File: src/rtl/i2c_pkg.sv
// Shared I2C definitions: receive-shifter state encoding,
// default byte width and bus-level ACK/NACK values.
package i2c_pkg;

   typedef enum logic [1:0] {
      IDLE  = 2'd0,
      SHIFT = 2'd1,
      ACK   = 2'd2
   } sipo_state_e;

   localparam int I2C_DATA_W = 8;

   localparam logic I2C_ACK  = 1'b0;
   localparam logic I2C_NACK = 1'b1;

endpackage

File: src/rtl/i2c_bit_cnt.sv
// Bit counter with clear, enable and terminal count at DATA_W-1,
// shared by the I2C master receive and transmit shifters.
module i2c_bit_cnt #(
   parameter int DATA_W = 8,
   parameter int CNT_W  = 4
) (
   input  logic             clk_i,
   input  logic             rst_i,
   input  logic             clr_i,
   input  logic             en_i,
   output logic [CNT_W-1:0] cnt_o,
   output logic             tc_o
);

   localparam logic [CNT_W-1:0] TC_VAL = CNT_W'(DATA_W - 1);

   logic [CNT_W-1:0] cnt_q;
   logic [CNT_W-1:0] cnt_d;

   always_comb begin
      cnt_d = cnt_q;
      if (clr_i)
         cnt_d = '0;
      else if (en_i)
         cnt_d = cnt_q + 1'b1;
   end

   always_ff @(posedge clk_i) begin
      if (rst_i)
         cnt_q <= '0;
      else
         cnt_q <= cnt_d;
   end

   assign cnt_o = cnt_q;
   assign tc_o  = (cnt_q == TC_VAL);

endmodule

File: src/rtl/shift_sipo_master.sv
// I2C master receive shifter: MSB-first SIPO with ACK/NACK drive.
// Define SHIFT_SIPO_OVERRUN_EN to enable Rd/pending overrun tracking.
module shift_sipo_master
   import i2c_pkg::*;
#(
   parameter int DATA_W = I2C_DATA_W,
   parameter int CNT_W  = 4
) (
   input  logic              Clk,
   input  logic              Rst,
   input  logic              Start,
   input  logic              Last,
   input  logic              Stop,
   input  logic              Bit_En,
   input  logic              Sda_In,
   input  logic              Rd,
   output logic [DATA_W-1:0] Out,
   output logic              Valid,
   output logic              Busy,
   output logic              Sda_Oe,
   output logic              Overrun
);

   sipo_state_e       state_q;
   logic [DATA_W-1:0] shreg_q;
   logic [DATA_W-1:0] shreg_d;
   logic [DATA_W-1:0] out_q;
   logic              last_q;
   logic              valid_q;
   logic              busy_q;
   logic              oe_q;
   logic              abort;
   logic              cnt_clr;
   logic              cnt_en;
   logic              tc;
   logic [CNT_W-1:0]  cnt;

   assign shreg_d = {shreg_q[DATA_W-2:0], Sda_In};
   assign abort   = Stop && (state_q != IDLE);
   assign cnt_en  = (state_q == SHIFT) && Bit_En && !Stop;
   assign cnt_clr = abort
                 || ((state_q == IDLE) && Start)
                 || (cnt_en && tc);

   i2c_bit_cnt #(
      .DATA_W (DATA_W),
      .CNT_W  (CNT_W)
   ) u_cnt (
      .clk_i (Clk),
      .rst_i (Rst),
      .clr_i (cnt_clr),
      .en_i  (cnt_en),
      .cnt_o (cnt),
      .tc_o  (tc)
   );

   always_ff @(posedge Clk) begin
      if (Rst) begin
         state_q <= IDLE;
         shreg_q <= '0;
         out_q   <= '0;
         last_q  <= 1'b0;
         valid_q <= 1'b0;
         busy_q  <= 1'b0;
         oe_q    <= 1'b0;
      end else begin
         valid_q <= 1'b0;
         if (abort) begin
            state_q <= IDLE;
            busy_q  <= 1'b0;
            oe_q    <= 1'b0;
         end else begin
            unique case (state_q)
               IDLE: begin
                  if (Start) begin
                     state_q <= SHIFT;
                     busy_q  <= 1'b1;
                     shreg_q <= '0;
                     last_q  <= Last;
                  end
               end
               SHIFT: begin
                  if (Bit_En) begin
                     shreg_q <= shreg_d;
                     if (tc) begin
                        out_q   <= shreg_d;
                        valid_q <= 1'b1;
                        oe_q    <= (last_q != I2C_NACK);
                        state_q <= ACK;
                     end
                  end
               end
               ACK: begin
                  if (Bit_En) begin
                     state_q <= IDLE;
                     busy_q  <= 1'b0;
                     oe_q    <= 1'b0;
                  end
               end
               default: begin
                  state_q <= IDLE;
                  busy_q  <= 1'b0;
                  oe_q    <= 1'b0;
               end
            endcase
         end
      end
   end

`ifdef SHIFT_SIPO_OVERRUN_EN
   logic pend_q;
   logic ovr_q;

   // Rd coinciding with Valid acknowledges the old byte, not the new one
   always_ff @(posedge Clk) begin
      if (Rst) begin
         pend_q <= 1'b0;
         ovr_q  <= 1'b0;
      end else if (valid_q) begin
         pend_q <= 1'b1;
         if (pend_q && !Rd)
            ovr_q <= 1'b1;
      end else if (Rd) begin
         pend_q <= 1'b0;
      end
   end

   assign Overrun = ovr_q;
`else
   assign Overrun = 1'b0;
`endif

   assign Out    = out_q;
   assign Valid  = valid_q;
   assign Busy   = busy_q;
   assign Sda_Oe = oe_q;

endmodule
File: config.mk
export PLATFORM = sky130hd
export DESIGN_NAME = shift_sipo_master
export DESIGN_NICKNAME = d
export VERILOG_FILES = /design/src/rtl/i2c_pkg.sv /design/src/rtl/i2c_bit_cnt.sv /design/src/rtl/shift_sipo_master.sv
export SDC_FILE = /design/constraint.sdc
export NUM_CORES = 1
export LEC_CHECK = 0
export CAP_MARGIN = 20
export CORE_ASPECT_RATIO = 1.4
export CORE_MARGIN = 5
export CORE_UTILIZATION = 35
export CTS_BUF_LIST = sky130_fd_sc_hd__clkbuf_16
export DETAILED_ROUTE_END_ITERATION = 6
export HOLD_SLACK_MARGIN = 0.03
export SYNTH_ARGS = -nofsm -noshare
export SYNTH_HDL_FRONTEND = slang
export SYNTH_SLANG_ARGS = --single-unit
File: constraint.sdc
create_clock -name Clk -period 4.4 [get_ports Clk]
set_input_delay 0.66 -clock Clk [delete_from_list [all_inputs] [get_ports Clk]]
set_output_delay 0.66 -clock Clk [all_outputs]
set_load 0.01 [all_outputs]
# Word level (Yosys, flattened, before mapping)
# Index checks and enable logic that the tools add are counted.
[word_totals]
regBits = 25
inputBits = 8
output_inout_bits = 12
wordCells = 56
[classes]
n_addsub = 1
n_eq_ne = 7
mux = 15
bitwise_logic = 5
reduce_logical = 20
[op_table]
columns = ["operator", "count"]
rows = [
  ["AND reduction 4 bit", 4],
  ["two-way mux 7 bit", 2],
  ["case mux 7 bit (2 select lines)", 1],
  ["two-way mux 2 bit", 4],
  ["inequality test 2 bit (second input constant)", 4],
  ["case mux 1 bit (3 select lines)", 2],
  ["case mux 2 bit (3 select lines)", 1],
  ["AND reduction 3 bit", 2],
  ["logical AND 1 bit", 5],
  ["two-way mux 1 bit", 5],
  ["inverter 1 bit", 5],
  ["adder 4 x 1 -> 4 bit (second input constant)", 1],
  ["== test 4 x 3 -> 1 bit (second input constant)", 1],
  ["nonzero test 2 bit", 2],
  ["OR reduction 2 bit", 2],
  ["OR reduction 4 bit", 1],
  ["== test 2 x 1 -> 1 bit (second input constant)", 1],
  ["== test 2 bit (second input constant)", 1],
  ["logical NOT 2 bit", 1],
  ["logical OR 1 bit", 2],
  ["logical NOT 1 bit", 1],
]

# Depth between registers and ports, before layout
# Gate-level depths: netlist of the first run.
[logic_depth]
ltp_word = 6
ltp_mapped = 6
ltp_nobuf = 4

# Modules after synthesis
# Synthesis of the first run repeated with hierarchy kept, for this count alone.
[hier_totals]
cells_unflattened = 110
hier_area_um2 = 1111.1
[by_module_without_submodules]
columns = ["mod", "n_inst", "cells_per_inst", "area_each_um2", "seq_area_each_um2"]
rows = [
  ["shift_sipo_master", 1, 91, 925.9, 420.4],
  ["i2c_bit_cnt", 1, 19, 185.2, 80.1],
]

# Least setup slack after synthesis of the first run
# No wires, ideal clock.
[synth_timing]
path_type = "input to register"
from = "in Stop"
to = "reg u_cnt.cnt_q[3], in the netlist u_cnt.cnt_o[3]"
setup_time_ns = 0.066
arrival_ns = 1.493
required_ns = 4.334
setup_slack_ns = 2.841
path_stages = 3
n_path_buf = 0
path_cell_list = "nand4bb_4 or4_4 a21oi_2"
[synth_between]
elab_chain_len = 5
word_cells_on_any_way = 7
classes_between = "reduce/logical (7)"
[synth_rtl]
columns = ["item", "line_no", "rtl"]
rows = [
  ["from (decl)", "shift_sipo_master.sv:13", "input logic Stop,"],
  ["logical NOT 1 bit", "shift_sipo_master.sv:40", "assign cnt_en = (state_q == SHIFT) && Bit_En && !Stop;"],
  ["logical AND 1 bit", "shift_sipo_master.sv:40", ""],
  ["logical AND 1 bit", "shift_sipo_master.sv:43", "|| (cnt_en && tc);"],
  ["logical OR 1 bit", "shift_sipo_master.sv:43", ""],
  ["OR reduction 2 bit (no source line)", "-", ""],
  ["to (signal assigned)", "i2c_bit_cnt.sv:32", "cnt_q <= cnt_d;"],
  ["to (decl)", "i2c_bit_cnt.sv:17", "logic [CNT_W-1:0] cnt_q;"],
]
# Several ways; a longest one is shown, not always the timed one.
# A chain may end at the register's enable or synchronous reset.

# Worst setup path in the final report of the first run
[layout_timing]
from = "in Bit_En"
to = "reg u_cnt.cnt_q[3], in the netlist u_cnt.cnt_o[3]"
[layout_between]
elab_chain_len = 5
[layout_rtl]
columns = ["item", "line_no", "rtl"]
rows = [
  ["from (decl)", "shift_sipo_master.sv:14", "input logic Bit_En,"],
  ["logical AND 1 bit * (2 in series)", "shift_sipo_master.sv:40", ""],
  ["logical AND 1 bit", "shift_sipo_master.sv:43", ""],
  ["logical OR 1 bit", "shift_sipo_master.sv:43", ""],
  ["OR reduction 2 bit (no source line)", "-", ""],
]
# Every way passes the cells marked *; elsewhere a longest branch is shown, timed or not.

==> results.md, run 1 <==
- Status: completed
- Crit Path Class: in2reg
- CTS Buf Count: 3
- Detailed Route WL: 2517 microns
- Worst path arrival time: 2230 ps
- Post-DR vias/cell: 5.718
- Clk sinks: 25
- Antenna Cells: 0
- Sequential area share after synthesis: 44.59%
- CORE AREA: 3093 sq um
- Hold WS: 474.1 ps
- Routed WL per cell: 14.22 microns
- Fin util: 43.81%
- Worst-Skew Late Latency: 250 ps
- Synth top cells by count: dfxtp_1, a21oi_1, o21ai_0
- Via count: 1012
- Hold path cells: 2
- Multi-input gate area: 545.5 sq um
- Share of the synthesized area in the top cell type: 44.59%
- Peak VDD IR: 0.2057 mV
- First-pass GRT wire length: 4402 microns
- Initial Util: 36.29%
- Leakage power total: 0.0004226 uW
- Most common cell in the netlist: dfxtp_1
- Post-DP HPWL: 1758 microns
- Hold_buf cts: 0
- GRT Total Usage: 12.14%
- Fraction of layout instances using a drive strength above 1: 5.797%
- Mean area per synthesized cell: 8.768 sq um
- Primary FF master, synth: dfxtp_1
- Period utilisation layout: 46.30%
- Routed Antenna Nets: 0
- Post-synth EDFFs: 0
- Root Driver: clkbuf_16
- Reg2reg start: u_cnt.cnt_o[0]
- Fin crit period: 2037 ps
- GPL Wtd Cong: 0.7422
- Vias in the first global route: 965
- Die Y: 77 microns
- CP Capture Type: flip-flop
- Post-Syn Area: 1122 sq um
- Hold/Removal Path Class: reg2reg
- Ports: 20
- Drt first pass iters: 5
- Reg2Reg Depth: 4
- CTS tree: yes
- CP startpoint: Bit_En
- Synth area leaders: dfxtp_1, a21oi_1, o21ai_0, a32oi_1, nand3_1
- Clock Tree Buf Depth: 2
- Layout area overhead: 20.74%
- Largest area contributor in the netlist: dfxtp_1
- Die width: 57.86 microns
- Slew Viols, Final: 0
- YS warnings: 0
- Setup ws final: 2363 ps
- CP Cell Sequence: clkdlybuf4s50_1, nand4bb_4, or4_4, a21oi_2
- Pwr/cell area: 338.4 nW/um^2
- R2R setup slack: 2740 ps
- Hold Path Sink: Busy
- Total congestion overflow: 0
- # resized after CTS: 0
- Initial antenna violation count: 0
- Largest net degree at the start of global routing: 20
- Die area: 4455 sq um
- Worst-path clk slew: 60 ps
- Postcts setup bufs: 0
- Synth cell types: 32
- Final setup fails: 0
- Largest stage delay on the critical path: 630 ps
- Initial drt markers: 39
- Register bit total from synthesis: 25
- DRC errors left: 0
- Max Cap Viol: 0
- Worst slack, placed: 2078 ps
- Fmax achieved: 490.9 MHz
- Largest fanout on the critical path: 15
- Synth async-reset ratio: 0%
- Setup_tns: 0 ps
- Final nets: 148
- Site Rows: 24
- Actual slew at the worst max-slew pin: 677.9 ps
- Min-Delay Startpoint: Busy
- Post-Syn Instances: 128
- CP required: 4590 ps
- Hold Violations, Final: 0
- IO buf count: 17
- Clk_skew: 1.522 ps
- R2r endpoint: u_cnt.cnt_o[3]
- Syn_nets: 137
- Register area: 500.5 sq um
- Filler cell count: 324
- H-tree depth: 1
- Startpoint Class: input pin
- Slew HR: 54.67%
- Critical path's slowest cell: clkdlybuf4s50_1
- Unrepaired setup endpoints after global routing: false
## power by group
part           switching [uW]  internal (uW)  total (uW)
Clock                    73.8            121         195
Sequential               3.88            229         233
Combinational            17.0           13.3        30.3
Total                    94.7            364         459
## through the flow
step / total power (uW) / std cells / cell area, sq um
global route: 480.5 / 177 / 1355
CTS: 463.7 / 177 / 1355
detailed placement: 268.7 / 173 / 1276
finish: 458.5 / 177 / 1355
global placement: 268.3 / 173 / 1276
floorplan: 258.1 / 128 / 1122
## cell type report
class	instances	area share, %
Inverter	3	0.8310
Timing Repair Buffer	17	12.56
Clock buffer	3	5.540
Sequential cell	25	36.93
Tap cell	39	3.601
Multi-Input combinational cell	89	40.26
Clock inverter	1	0.2770
## worst max-delay path: cells and delay by family
family                 cells  cell delay, ps
AOI/OAI and AO/OA          1             130
and+or+nand+nor            2             800
buffers and inverters      1             630
## metal layers
metal / track usage [%] / up-vias / wire length [microns]
li1: - / 485 / -
met1: 14.85 / 489 / 1052
met2: 20.70 / 32 / 1268
met3: 1.681 / 6 / 131
met4: 5.104 / 0 / 64
met5: 0 / - / 0
## cell usage in the layout (no fill, tap or decap), types with 2 or more instances in the layout
master / n
nand2_1: 12
clkbuf_16: 3
inv_1: 4
a211oi_1: 2
dfxtp_1: 25
a32oi_1: 7
nand3_1: 10
nand3b_1: 4
nor2_1: 3
or3_1: 2
a21oi_1: 20
clkdlybuf4s50_1: 17
o21ai_0: 13
## sequential cells by signal, indices dropped and copies added, names as in the netlist
| signal | cells |
|---|---|
| Valid | 1 |
| Out | 8 |
| u_cnt.cnt_o | 4 |
| Busy | 1 |
| last_q | 1 |
| Sda_Oe | 1 |
| shreg_q | 7 |
| state_q | 2 |
## kinds of logic (layout without fill, tap and decap cells)
group / after synthesis / in the layout / synth area share [%]
compound gates: 45 / 45 / 23.52
fa+ha+maj: 1 / 1 / 1.115
buf+inv: 14 / 24 / 6.799
flops: 25 / 25 / 44.59
mux: 1 / 1 / 0.8919
other cells: 1 / 1 / 0.3341
simple gates: 41 / 41 / 22.74
## worst max path at each step
stage	end	slack (ps)	cells past startpoint
floorplan	u_cnt.cnt_o[3]	2840	3
global placement	u_cnt.cnt_o[0]	2100	3
detailed placement	u_cnt.cnt_o[2]	2080	3
CTS	u_cnt.cnt_o[2]	2350	3
global route	u_cnt.cnt_o[1]	2240	3
finish	u_cnt.cnt_o[3]	2360	4
(Power assumes the default switching activity.)
==> run 2: changes to the inputs <==
Clock period 4.4 ns to 1.7 ns, I/O delays scaled along.
==> run 2 against run 1 <==
  * Clock skew is 1.9 ps higher
  * Largest cell class unchanged
  * Highest routed layer unchanged
  * Die area stayed put
  * Critical endpoint is now u_cnt.cnt_o[0]
  * Critical path depth is 1 higher
  * Worst setup slack worse by 2200 ps
==> results.md, run 2 (same netlist as run 1, synthesis figures left out) <==
- Status: completed
- Filler cell count: 324
- Post-DR vias/cell: 5.435
- CTS tree: yes
- CP required: 1890 ps
- First-pass GRT wire length: 4457 microns
- Logic gate share of total power: 7.7%
- Internal power: 956.5 uW
- Most frequent cells in the layout: dfxtp_1, a21oi_1, clkdlybuf4s50_1
- Clk pwr share: 42.7%
- Peak VDD IR: 0.4210 mV
- Hold_buf cts: 0
- Max Cap Viol: 0
- DRC errors left: 0
- Initial drt markers: 47
- Root Driver: clkbuf_16
- Leakage power total: 0.0004682 uW
- Crit Path Class: reg2reg
- H-tree depth: 1
- Worst-Skew Late Latency: 260 ps
- Sw Ratio: 21.34%
- # resized after CTS: 0
- Most common cell after layout, fill and taps aside: dfxtp_1
- Placed Area: 1356 sq um
- Final setup fails: 0
- Ports: 20
- CP Capture Type: flip-flop
- Vias in the first global route: 962
- Final nets: 157
- Layout Cell Area excl Fill: 1436 sq um
- Layout area overhead: 27.98%
- Detailed Route WL: 2618 microns
- Period utilisation layout: 88.92%
- Fin crit period: 1512 ps
- Die width: 57.86 microns
- Die area: 4455 sq um
- IO buf count: 17
- Routed WL per cell: 14.08 microns
- Hold Violations, Final: 0
- Fraction of layout instances using a drive strength above 1: 12.24%
- Post-route insts no fill: 186
- Clk_skew: 3.461 ps
- DP Cell Count: 182
- GPL Wtd Cong: 0.7702
- Clock Tree Buf Depth: 2
- Unrepaired setup endpoints after global routing: false
- Initial antenna violation count: 0
- Slew Viols, Final: 0
- Hold/Removal Path Class: reg2reg
- Drt first pass iters: 4
- Startpoint Class: flip-flop
- Sw power: 259.5 uW
- Worst-path clk slew: 60 ps
- Total congestion overflow: 0
- Max FFs per register: 8
- Largest net degree at the start of global routing: 17
- Largest fanout on the critical path: 10
- Pwr/cell area: 846.5 nW/um^2
- CTS Buf Count: 3
- Setup_tns: 0 ps
- Postcts setup bufs: 0
- Fin util: 46.44%
- Clk sinks: 25
- Seq pwr share: 49.6%
- Total power: 1216 uW
- Post-DP HPWL: 1904 microns
- Die Y: 77 microns
- Worst path arrival time: 1710 ps
- GRT Total Usage: 12.58%
- CORE AREA: 3093 sq um
- Site Rows: 24
- Fmax achieved: 661.6 MHz
- Antenna Cells: 0
- Via count: 1011
- Initial Util: 36.29%
- Routed Antenna Nets: 0
==> run 2: cell types whose count changed in the layout (fill, tap and decap cells not counted) <==
cell / previous run / this run
inv_1: 4 / 3
buf_12: 0 / 1
buf_4: 0 / 8
clkinv_2: 0 / 1
==> run 2: layout make-up <==
| cell class | instances | area, sq um | area share, % |
|---|---|---|---|
| Clock buffer | 3 | 75.07 | 5.226 |
| Clock inverter | 1 | 5.005 | 0.3484 |
| Inverter | 3 | 11.26 | 0.7840 |
| Multi-Input combinational cell | 89 | 545.5 | 37.98 |
| Sequential cell | 25 | 500.5 | 34.84 |
| Tap cell | 39 | 48.80 | 3.397 |
| Timing Repair Buffer | 26 | 250.2 | 17.42 |
==> run 2: routing by layer <==
layer	global-route usage (%)	part of all wire, %	vias up
li1	-	-	505
met1	15.45	42	485
met2	20.93	52	16
met3	1.681	3.4	5
met4	6.265	2.3	0
met5	0	0	-
==> run 2: stage by stage <==
stage	hold slack [ps]	worst slack (ps)
final	475.0	188.4
after global routing	498.5	55.37
after CTS	476.4	195.3
after detailed placement	468.0	2.976
after global placement	460.1	1.322
after floorplan	333.5	290.3
==> run 2: worst max-delay path: stages (launching register included) <==
cell,delay (ps)
dfxtp_1,340
ha_1,260
and3b_1,200
buf_4,170
or3_1,350
a21oi_1,120
==> run 2: final timing paths <==
kind | start | end | slack, ps | cells past startpoint
setup / recovery | u_cnt.cnt_o[0] | u_cnt.cnt_o[0] | 190 | 5
hold / removal | Busy | Busy | 470 | 2
setup reg to reg | u_cnt.cnt_o[0] | u_cnt.cnt_o[0] | 190 | 5
hold reg to reg | Busy | Busy | 470 | 2
==> run 2: power groups by stage <==
stage	Combinational (uW)	Clock, uW	Sequential, uW
after floorplan	56.9	0	611
after global placement	92.5	0	616
after detailed placement	93.9	0	616
after CTS	94.4	529	603
after global routing	102	558	604
final	93.4	519	603
==> run 3: changes to the inputs <==
Settings changed: CORE_MARGIN 5 to 2.
==> run 3 against run 2 <==
  * Sequential power barely moved
  * Clock skew is 1.9 ps higher
  * Routed wire length down 3.0%
  * Critical path depth fell by 1
  * Register-to-register slack about the same
  * First-iteration DRC count decreased by 68%
  * Clock-buffer cell count unchanged
  * Cell area decreased by 1.5%
  * Clock power is 2% lower
  * Maximum frequency rose by 0.91%
  * Total power fell by 1.4%
  * Critical path type unchanged
  * Largest power group unchanged
  * Highest routed layer unchanged
==> results.md, run 3 (same netlist as run 1, synthesis figures left out) <==
- Initial Util: 36.29%
- Final setup fails: 0
- Max FFs per register: 8
- Total power: 1199 uW
- Largest fanout on the critical path: 5
- Max Cap Viol: 0
- GRT Total Usage: 14.93%
- Vias in the first global route: 968
- Fraction of layout instances using a drive strength above 1: 10.96%
- CP Capture Type: flip-flop
- Worst path arrival time: 1700 ps
- Startpoint Class: flip-flop
- Hold Violations, Final: 0
- Worst slack, placed: -7.889 ps
- CTS tree: yes
- IO buf count: 17
- Clk_skew: 5.328 ps
- Peak VDD IR: 0.4474 mV
- Post-DR vias/cell: 5.422
- Die width: 51.86 microns
- # resized after CTS: 0
- Postcts setup bufs: 0
- Largest stage delay on the critical path: 510 ps
- Crit Path Class: reg2reg
- Die Y: 71 microns
- Most frequent cells in the layout: dfxtp_1, a21oi_1, clkdlybuf4s50_1
- Ports: 20
- H-tree depth: 1
- Initial drt markers: 15
- Die area: 3682 sq um
- Post-DP HPWL: 1818 microns
- GPL Wtd Cong: 0.7517
- Total congestion overflow: 0
- Leakage power total: 0.0004623 uW
- First-pass GRT wire length: 4243 microns
- Worst-Skew Late Latency: 260 ps
- Antenna Cells: 0
- Clock Tree Buf Depth: 2
- Slew Viols, Final: 0
- Setup ws final: 202.1 ps
- Period utilisation layout: 88.11%
- CORE AREA: 3093 sq um
- Site Rows: 24
- Status: completed
- Clk sinks: 25
- Unrepaired setup endpoints after global routing: false
- Routed WL per cell: 13.72 microns
- Hold_buf cts: 0
- Layout area overhead: 26.09%
- Hold/Removal Path Class: reg2reg
- Fmax achieved: 667.6 MHz
- Critical path's slowest cell: or4_4
- Via count: 1003
- Initial antenna violation count: 0
- Drt first pass iters: 4
- Largest net degree at the start of global routing: 17
- Worst-path clk slew: 60 ps
- Detailed Route WL: 2539 microns
- Final nets: 156
- CP Cell Sequence: ha_1, and3b_1, or4_4, a21oi_2
- CP required: 1900 ps
- Filler cell count: 309
- Routed Antenna Nets: 0
- Most common cell after layout, fill and taps aside: dfxtp_1
- Pwr/cell area: 847.6 nW/um^2
- DRC errors left: 0
- CTS Buf Count: 3
- Root Driver: clkbuf_16
- Fin crit period: 1498 ps
## run 3: changes by cell type in the layout (fill, tap and decap cells not counted), sizes merged
| cell | change |
|---|---|
| clkinv | -1 |
| buf | -1 |
| inv | +1 |
## run 3: through the flow
| stage | hold WS [ps] | setup TNS (ps) | utilization, % | area [sq um] | cells |
|---|---|---|---|---|---|
| 3_3_place_gp | 458.0 | 0 | 43.20 | 1336 | 181 |
| 2_1_floorplan | 333.5 | 0 | - | 1122 | 128 |
| 6_report | 475.0 | 0 | 45.75 | 1415 | 185 |
| 3_5_place_dp | 466.9 | -7.889 | 43.20 | 1336 | 181 |
| 5_1_grt | 512.3 | 0 | 45.75 | 1415 | 185 |
| 4_1_cts | 475.6 | 0 | 45.75 | 1415 | 185 |
## run 3: layout make-up
type | instances | area (sq um) | area share (%)
clock buffers | 3 | 75.07 | 5.305
inverters | 3 | 11.26 | 0.7958
repair buffers | 25 | 230.2 | 16.27
multi-input cells | 89 | 545.5 | 38.55
clock inverters | 1 | 3.754 | 0.2653
flip-flops and latches | 25 | 500.5 | 35.37
well taps | 39 | 48.80 | 3.448
## run 3: report_power, final
part | switching [uW] | leakage, uW | internal, uW
Clock | 195 | 0.0000423 | 314
Sequential | 9.87 | 0.000202 | 593
Combinational | 46.0 | 0.000218 | 41.4
Total | 251 | 0.000462 | 949
## run 3: worst paths after layout
check	startpoint	slack (ps)	endpoint	depth (start not counted)
hold reg to reg	Busy	480	Busy	2
hold / removal	Busy	480	Busy	2
setup reg to reg	u_cnt.cnt_o[0]	200	u_cnt.cnt_o[3]	4
setup / recovery	u_cnt.cnt_o[0]	200	u_cnt.cnt_o[3]	4
## run 3: metal layers
| metal | global-route usage (%) | vias up | part of all wire [%] |
|---|---|---|---|
| li1 | - | 504 | - |
| met1 | 17.29 | 467 | 44 |
| met2 | 27.00 | 28 | 51 |
| met3 | 2.532 | 4 | 4.3 |
| met4 | 4.678 | 0 | 1.1 |
| met5 | 0 | - | 0 |
## run 3: critical path, delay by kind of cell (launching register included)
| kind | cells | cell delay [ps] |
|---|---|---|
| AND/OR/NAND/NOR | 2 | 710 |
| flip-flops | 1 | 330 |
| adder cells (fa/ha/maj) | 1 | 270 |
| AO/OA/AOI/OAI | 1 | 130 |
